==> src/rtl/uart_tx_pkg.sv <==
// Shared UART TX definitions: FSM state encoding and the output-mux select codes.
// The same select constants are used by the downstream line mux.
package uart_tx_pkg;

  typedef enum logic [2:0] {
    IDLE   = 3'd0,
    START  = 3'd1,
    DATA   = 3'd2,
    PARITY = 3'd3,
    STOP   = 3'd4
  } state_t;

  localparam logic [1:0] START_SEL = 2'b00;
  localparam logic [1:0] DATA_SEL  = 2'b01;
  localparam logic [1:0] PAR_SEL   = 2'b10;
  localparam logic [1:0] STOP_SEL  = 2'b11;

  function automatic logic [1:0] sel_of(input state_t s);
    case (s)
      START:   sel_of = START_SEL;
      DATA:    sel_of = DATA_SEL;
      PARITY:  sel_of = PAR_SEL;
      default: sel_of = STOP_SEL;
    endcase
  endfunction

endpackage

==> src/rtl/parity_calc.sv <==
// Parity of a payload word: even parity (par_type=0) or odd parity (par_type=1).
module parity_calc #(
  parameter int unsigned DATA_WIDTH = 8
) (
  input  logic [DATA_WIDTH-1:0] data,
  input  logic                  par_type,
  output logic                  par_bit
);

  assign par_bit = (^data) ^ par_type;

endmodule

==> src/rtl/uart_tx_ctrl.sv <==
// UART transmit controller: Moore FSM sequencing start, data, optional parity and stop bits.
// Optional parity support is compiled in with `define UART_TX_PARITY_EN.
module uart_tx_ctrl
  import uart_tx_pkg::*;
#(
  parameter int unsigned DATA_WIDTH = 8
) (
  input  logic                  CLK,
  input  logic                  RST,
  input  logic [DATA_WIDTH-1:0] P_DATA,
  input  logic                  DATA_VALID,
  input  logic                  PAR_EN,
  input  logic                  PAR_TYP,
  output logic [1:0]            mux_sel,
  output logic                  ser_data,
  output logic                  par_bit,
  output logic                  busy
);

  localparam int unsigned CW = (DATA_WIDTH > 1) ? $clog2(DATA_WIDTH) : 1;
  localparam logic [CW-1:0] LAST = CW'(DATA_WIDTH - 1);

  state_t                state;
  logic [CW-1:0]         cnt;
  logic [DATA_WIDTH-1:0] data_q;
  logic                  par_en_q;

`ifdef UART_TX_PARITY_EN
  logic par_typ_q;
  logic par_calc;

  parity_calc #(.DATA_WIDTH(DATA_WIDTH)) u_parity (
    .data     (data_q),
    .par_type (par_typ_q),
    .par_bit  (par_calc)
  );

  assign par_bit = par_calc;
`else
  logic unused_par;
  assign unused_par = PAR_EN ^ PAR_TYP;
  assign par_bit    = 1'b0;
`endif

  always_ff @(posedge CLK or negedge RST) begin
    if (!RST) begin
      state    <= IDLE;
      cnt      <= '0;
      data_q   <= '0;
      par_en_q <= 1'b0;
`ifdef UART_TX_PARITY_EN
      par_typ_q <= 1'b0;
`endif
    end else begin
      case (state)
        IDLE: begin
          if (DATA_VALID) begin
            data_q <= P_DATA;
`ifdef UART_TX_PARITY_EN
            par_en_q  <= PAR_EN;
            par_typ_q <= PAR_TYP;
`else
            par_en_q  <= 1'b0;
`endif
            state <= START;
          end
        end
        START: begin
          cnt   <= '0;
          state <= DATA;
        end
        DATA: begin
          if (cnt == LAST) begin
            state <= par_en_q ? PARITY : STOP;
          end else begin
            cnt <= cnt + 1'b1;
          end
        end
        PARITY:  state <= STOP;
        STOP:    state <= IDLE;
        default: state <= IDLE;
      endcase
    end
  end

  assign mux_sel  = sel_of(state);
  assign busy     = (state != IDLE);
  assign ser_data = (state == DATA) ? data_q[cnt] : 1'b0;

endmodule

==> config.mk <==
export PLATFORM = sky130hd
export DESIGN_NAME = uart_tx_ctrl
export DESIGN_NICKNAME = d
export VERILOG_FILES = /design/src/rtl/uart_tx_pkg.sv /design/src/rtl/parity_calc.sv /design/src/rtl/uart_tx_ctrl.sv
export SDC_FILE = /design/constraint.sdc
export NUM_CORES = 1
export LEC_CHECK = 0
export CORE_UTILIZATION = 41
export DETAILED_ROUTE_END_ITERATION = 6
export GPL_TIMING_DRIVEN = 0
export PLACE_DENSITY = 0.72
export SLEW_MARGIN = 20
export SYNTH_ARGS = -nofsm -noshare
export SYNTH_HDL_FRONTEND = slang
export SYNTH_SLANG_ARGS = --single-unit
==> constraint.sdc <==
create_clock -name CLK -period 1.7 [get_ports CLK]
set_clock_uncertainty 0.2 [all_clocks]
set_input_delay 0.34 -clock CLK [delete_from_list [all_inputs] [get_ports CLK]]
set_output_delay 0.34 -clock CLK [all_outputs]
set_load 0.1 [all_outputs]
==> run metrics, run 1 <==
initial antenna violation count 0; maximum VDD drop 0.00156 V; post-synth cell types 22; Post-DRT Antenna Nets 0; maximum operating frequency 455 MHz; Row Count 14; first-pass GRT wire length 2.69 mm; Post-Syn Area 694 µm²; CP cell instances mux4_2, mux2i_4, nor4_4, buf_6; I/O pin total 18; FF-to-FF path depth 4; Area Overhead vs Synth 60.7%; starting DRC count in detailed routing 10; die footprint 0.00186 mm²; worst-case clock buffer depth 2; WL final 1.60 mm; clock slew at reported path FFs 0.08 ns; final core utilization 0.724; failing checks setup timing; DP Wirelength 963 µm; port bufs 14; crit-path max FO 3; Crit. End Element output port; CP peak stage delay 0.55 ns; # diodes 0; layout cells sized above 1 0.570; Synth top area share 0.505; Initial Utilization 0.450; # nets final 95; RSZ-0062 raised after global routing yes; Crit Path Category flop to output port; Mapped Nets 66; status complete, but fails checks; hold buffers post-CTS 0; clk sink count 14; GR Overflow Total 0; total track usage 0.204; Crit-path slowest cell mux4_2; Pleak 0.000499 µW; area leader, netlist dfrtp_1; clock root cell clkbuf_4; Slew @ Worst Pin 0.622 ns; routed via count 510; Seq/Total Area, Yosys 0.505; chip height 43.2 µm; pwr dens 2350 mW/mm²; Worst Path Required 1.16 ns; Fin. Hold Viols 0; DRC viols 0; Hold Path Class primary input to async pin; CP Data Arrival Time 1.66 ns; Mapped Cells 51; synth warn 0; WL/cell 16.8 µm; final slew viol count 0; setup slack after layout -0.496 ns; core region area 0.00154 mm²; worst-skew pair later-pin latency 0.28 ns; Max-Cap Viols 0; H-tree depth 1; final setup fails 15; commonest non-fill, non-tap cells in the layout dfrtp_1 (10), clkdlybuf4s50_1 (10), buf_4 (9); Placement Setup Slack -1.14 ns; Synth area leaders dfrtp_1 (50%), mux2_2 (13%), mux4_2 (6.5%); crit path launch type flop; fin crit share 1.29; Pwr Total 2620 µW; TritonCTS clock tree yes; synthesis-stage register bit count 14; DR pass1 iterations 6; Fin Setup TNS -2.13 ns; Slew headroom 0.584; Avg Cell Area, Syn 13.6 µm²; min Tclk post-route 2.20 ns; vias per cell 5.37; GPL Wtd Cong 0.659; die width 43.2 µm; largest net degree at the start of global routing 15; vias in the first global route 563; clock buffer count from CTS 3
==> metal layers <==
| layer | GRT usage | wire [µm] | part of all wire |
|---|---|---|---|
| met1 | 0.275 | 672 | 0.42 |
| met5 | 0 | 0 | 0 |
| met2 | 0.334 | 867 | 0.54 |
| met4 | 0.0545 | 13 | 0.0082 |
| met3 | 0.0383 | 41 | 0.026 |
==> state kept, by name (all words and copies together) (netlist names) <==
name and cells:
cnt 3, data_q 8, state 3
==> stage by stage <==
step                cells  cell area, µm²  hold WS, ns
detailed placement     81             901        0.298
floorplan              51             741       -0.156
global placement       81             901        0.294
CTS                    95            1090        0.257
finish                 95            1120        0.243
global route           95            1120        0.309
==> Yosys cell counts <==
cell and number:
mux2_2 8, o21bai_1 1, nor2_8 1, or3_1 1, buf_4 2, a21o_1 1, conb_1 1, mux2i_1 2
nor3_1 1, nand2_1 1, o2bb2ai_1 3, dfrtp_1 14, a22oi_1 2, nor2_1 1, mux4_2 2, a21oi_1 1
or3_4 1, nand2b_1 2, nor3b_1 1, nor4_1 1, ha_1 2, inv_1 2
==> report_power, final <==
part           internal (µW)  switching, µW  leakage (µW)
Combinational            853            871      0.000312
Clock                    130            110     0.0000210
Sequential               498            162      0.000166
==> path summary, 6_finish.rpt <==
kind	from	to	slack, ns
worst min-delay path	RST	data_q[5]	0.24
min in group CLK	data_q[3]	data_q[3]	0.32
worst max-delay path	cnt[0]	ser_data	-0.50
worst min register to register	data_q[3]	data_q[3]	0.32
worst max register to register	state[2]	data_q[3]	-0.14
max in group asynchronous	RST	cnt[0]	0.62
==> area by class of cell <==
cell class	instances	area [µm²]
Fill cell	123	425
Sequential cell	14	355
Inverter	2	10.0
Tap cell	16	20.0
Timing Repair Buffer	24	263
Multi-Input combinational cell	34	424
Clock buffer	4	36.3
Buffer	1	7.51
==> critical path: cells and delay by family (launching register included) <==
family,cells,cell delay (ns)
simple gates,1,0.05
buf+inv,1,0.18
mux,2,0.74
flops,1,0.41
==> what timing repair did <==
item                                    CTS  global route
setup buffers                             9             1
gates resized for setup                  43             7
pin swaps                                 5             4
gates cloned                              1             0
endpoints found under the setup margin   15            16
==> cell families after synthesis <==
| logic type | Yosys count | share of synthesized area |
|---|---|---|
| buffers and inverters | 4 | 0.0324 |
| other | 1 | 0.00540 |
| AOI/OAI and AO/OA | 8 | 0.0883 |
| DFF | 14 | 0.505 |
| muxes | 12 | 0.223 |
| adders and majority gates | 2 | 0.0360 |
| and+or+nand+nor | 10 | 0.110 |
Power figures use the tool's default switching activity.
==> run 2: changes to the inputs <==
TNS_END_PERCENT = 30   (was default)
==> run metrics, run 2 (synthesis results as in run 1) <==
final setup fails 14 (-1); min Tclk post-route 2.18 ns (-0.0193 ns); Placement Setup Slack -1.12 ns (+0.0198 ns); port bufs 14 (unchanged); Fin Setup TNS -2.52 ns (-0.393 ns); GPL Wtd Cong 0.719 (+9.2%); met3 wire length 57 µm (+39%); die width 43.2 µm (unchanged); clock root cell clkbuf_4; Slew headroom 0.592 (+0.00796); crit path launch type flop; Min Hold Slack 0.248 ns (+0.00509 ns); most common cell after layout, fill and taps aside dfrtp_1; # diodes 0 (unchanged); DP Wirelength 901 µm (-6.5%); # nets final 90 (-5.3%); worst-case clock buffer depth 2 (unchanged); routed via count 475 (-6.9%); H-tree depth 1 (unchanged); met1 WL 523 µm (-22%); max FFs per register 8 (unchanged); Area Overhead vs Synth 43.1%; first-pass GRT wire length 2.15 mm (-20%); commonest non-fill, non-tap cells in the layout dfrtp_1 (12), clkdlybuf4s50_1 (10), mux2_2 (7); Row Count 14 (unchanged); maximum operating frequency 459 MHz (+0.89%); GR Overflow Total 0 (unchanged); I/O pin total 18 (unchanged); final slew viol count 0 (unchanged); WL final 1.25 mm (-22%); Worst Path Required 1.16 ns (about the same); status complete, but fails checks; CP Data Arrival Time 1.64 ns (-0.02 ns); die footprint 0.00186 mm² (unchanged); clock slew at reported path FFs 0.08 ns (about the same); Crit. End Element output port; DR pass1 iterations 3 (-3); Hold Path Class primary input to async pin; clock buffer count from CTS 3 (unchanged); TritonCTS clock tree yes; Max-Cap Viols 0 (unchanged); chip height 43.2 µm (unchanged); initial antenna violation count 0 (unchanged); setup slack after layout -0.477 ns (+0.0193 ns); total track usage 0.160 (-0.0443); DRC viols 0 (unchanged); core region area 0.00154 mm² (unchanged); clk sink count 14 (unchanged); WL/cell 13.9 µm (-17%); Crit Path Category flop to output port; crit-path max FO 3 (unchanged); Post-DRT Antenna Nets 0 (unchanged); vias per cell 5.28 (-1.7%); layout cells sized above 1 0.432 (-0.137); failing checks setup timing; Highest Signal Layer met4; hold buffers post-CTS 0 (unchanged); Slew @ Worst Pin 0.610 ns (-0.0119 ns); largest registers data_q x8, cnt x3, state x3; worst-skew pair later-pin latency 0.27 ns (about the same); Initial Utilization 0.450 (unchanged); fin crit share 1.28 (-0.0114); final core utilization 0.644 (-0.0795); largest net degree at the start of global routing 15 (unchanged); Fin. Hold Viols 0 (unchanged); vias in the first global route 485 (-14%); metal2 WL 650 µm (-25%); RSZ-0062 raised after global routing yes; most flop-heavy register data_q; starting DRC count in detailed routing 3 (-7)
## run 2: metrics by stage
| stage | cells | instance area [µm²] |
|---|---|---|
| final | 90 | 993 |
| after CTS | 88 | 970 |
| after global placement | 81 | 875 |
| after detailed placement | 81 | 875 |
| after floorplan | 51 | 714 |
| after global routing | 90 | 993 |
## run 2: critical path, stage by stage (launching register included)
cell and delay, ns:
dfrtp_2 0.41, mux4_2 0.54, mux2i_4 0.19, nor4_4 0.05
buf_6 0.18
## run 2: final timing paths
| kind | depth (start not counted) | slack (ns) | endpoint | from |
|---|---|---|---|---|
| setup / recovery | 4 | -0.48 | ser_data | cnt[0] |
| hold / removal | 1 | 0.25 | data_q[4] | RST |
| setup reg to reg | 6 | -0.17 | cnt[2] | cnt[0] |
| hold reg to reg | 1 | 0.31 | data_q[3] | data_q[3] |
| max in group asynchronous | 1 | 0.62 | state[2] | RST |
| min in group CLK | 1 | 0.31 | data_q[3] | data_q[3] |
## run 2: repair_timing
action / CTS / global route
endpoints found under the hold margin: 0 / 0
buffers inserted: 3 / 2
pin swaps: 3 / 1
endpoints found under the setup margin: 15 / 15
resized for setup: 37 / 1
## run 2: per-layer routing
| metal | track usage | vias up |
|---|---|---|
| met3 | 0.0255 | 2 |
| li1 | - | 232 |
| met2 | 0.266 | 12 |
| met1 | 0.193 | 229 |
| met4 | 0.0909 | 0 |
| met5 | 0 | - |
## run 2: final cells by class
cell class	instances	area, µm²
timing repair buffer	19	213
buffer	2	18.8
sequential	14	353
multi-input combinational	33	355
fill	130	548
clock buffer	4	26.3
inverter	2	7.51
tap	16	20.0
Power of run 2 is left out: the tool's default activity adds up to more than one toggle a clock period on the data nets, which glitch-free logic cannot reach.
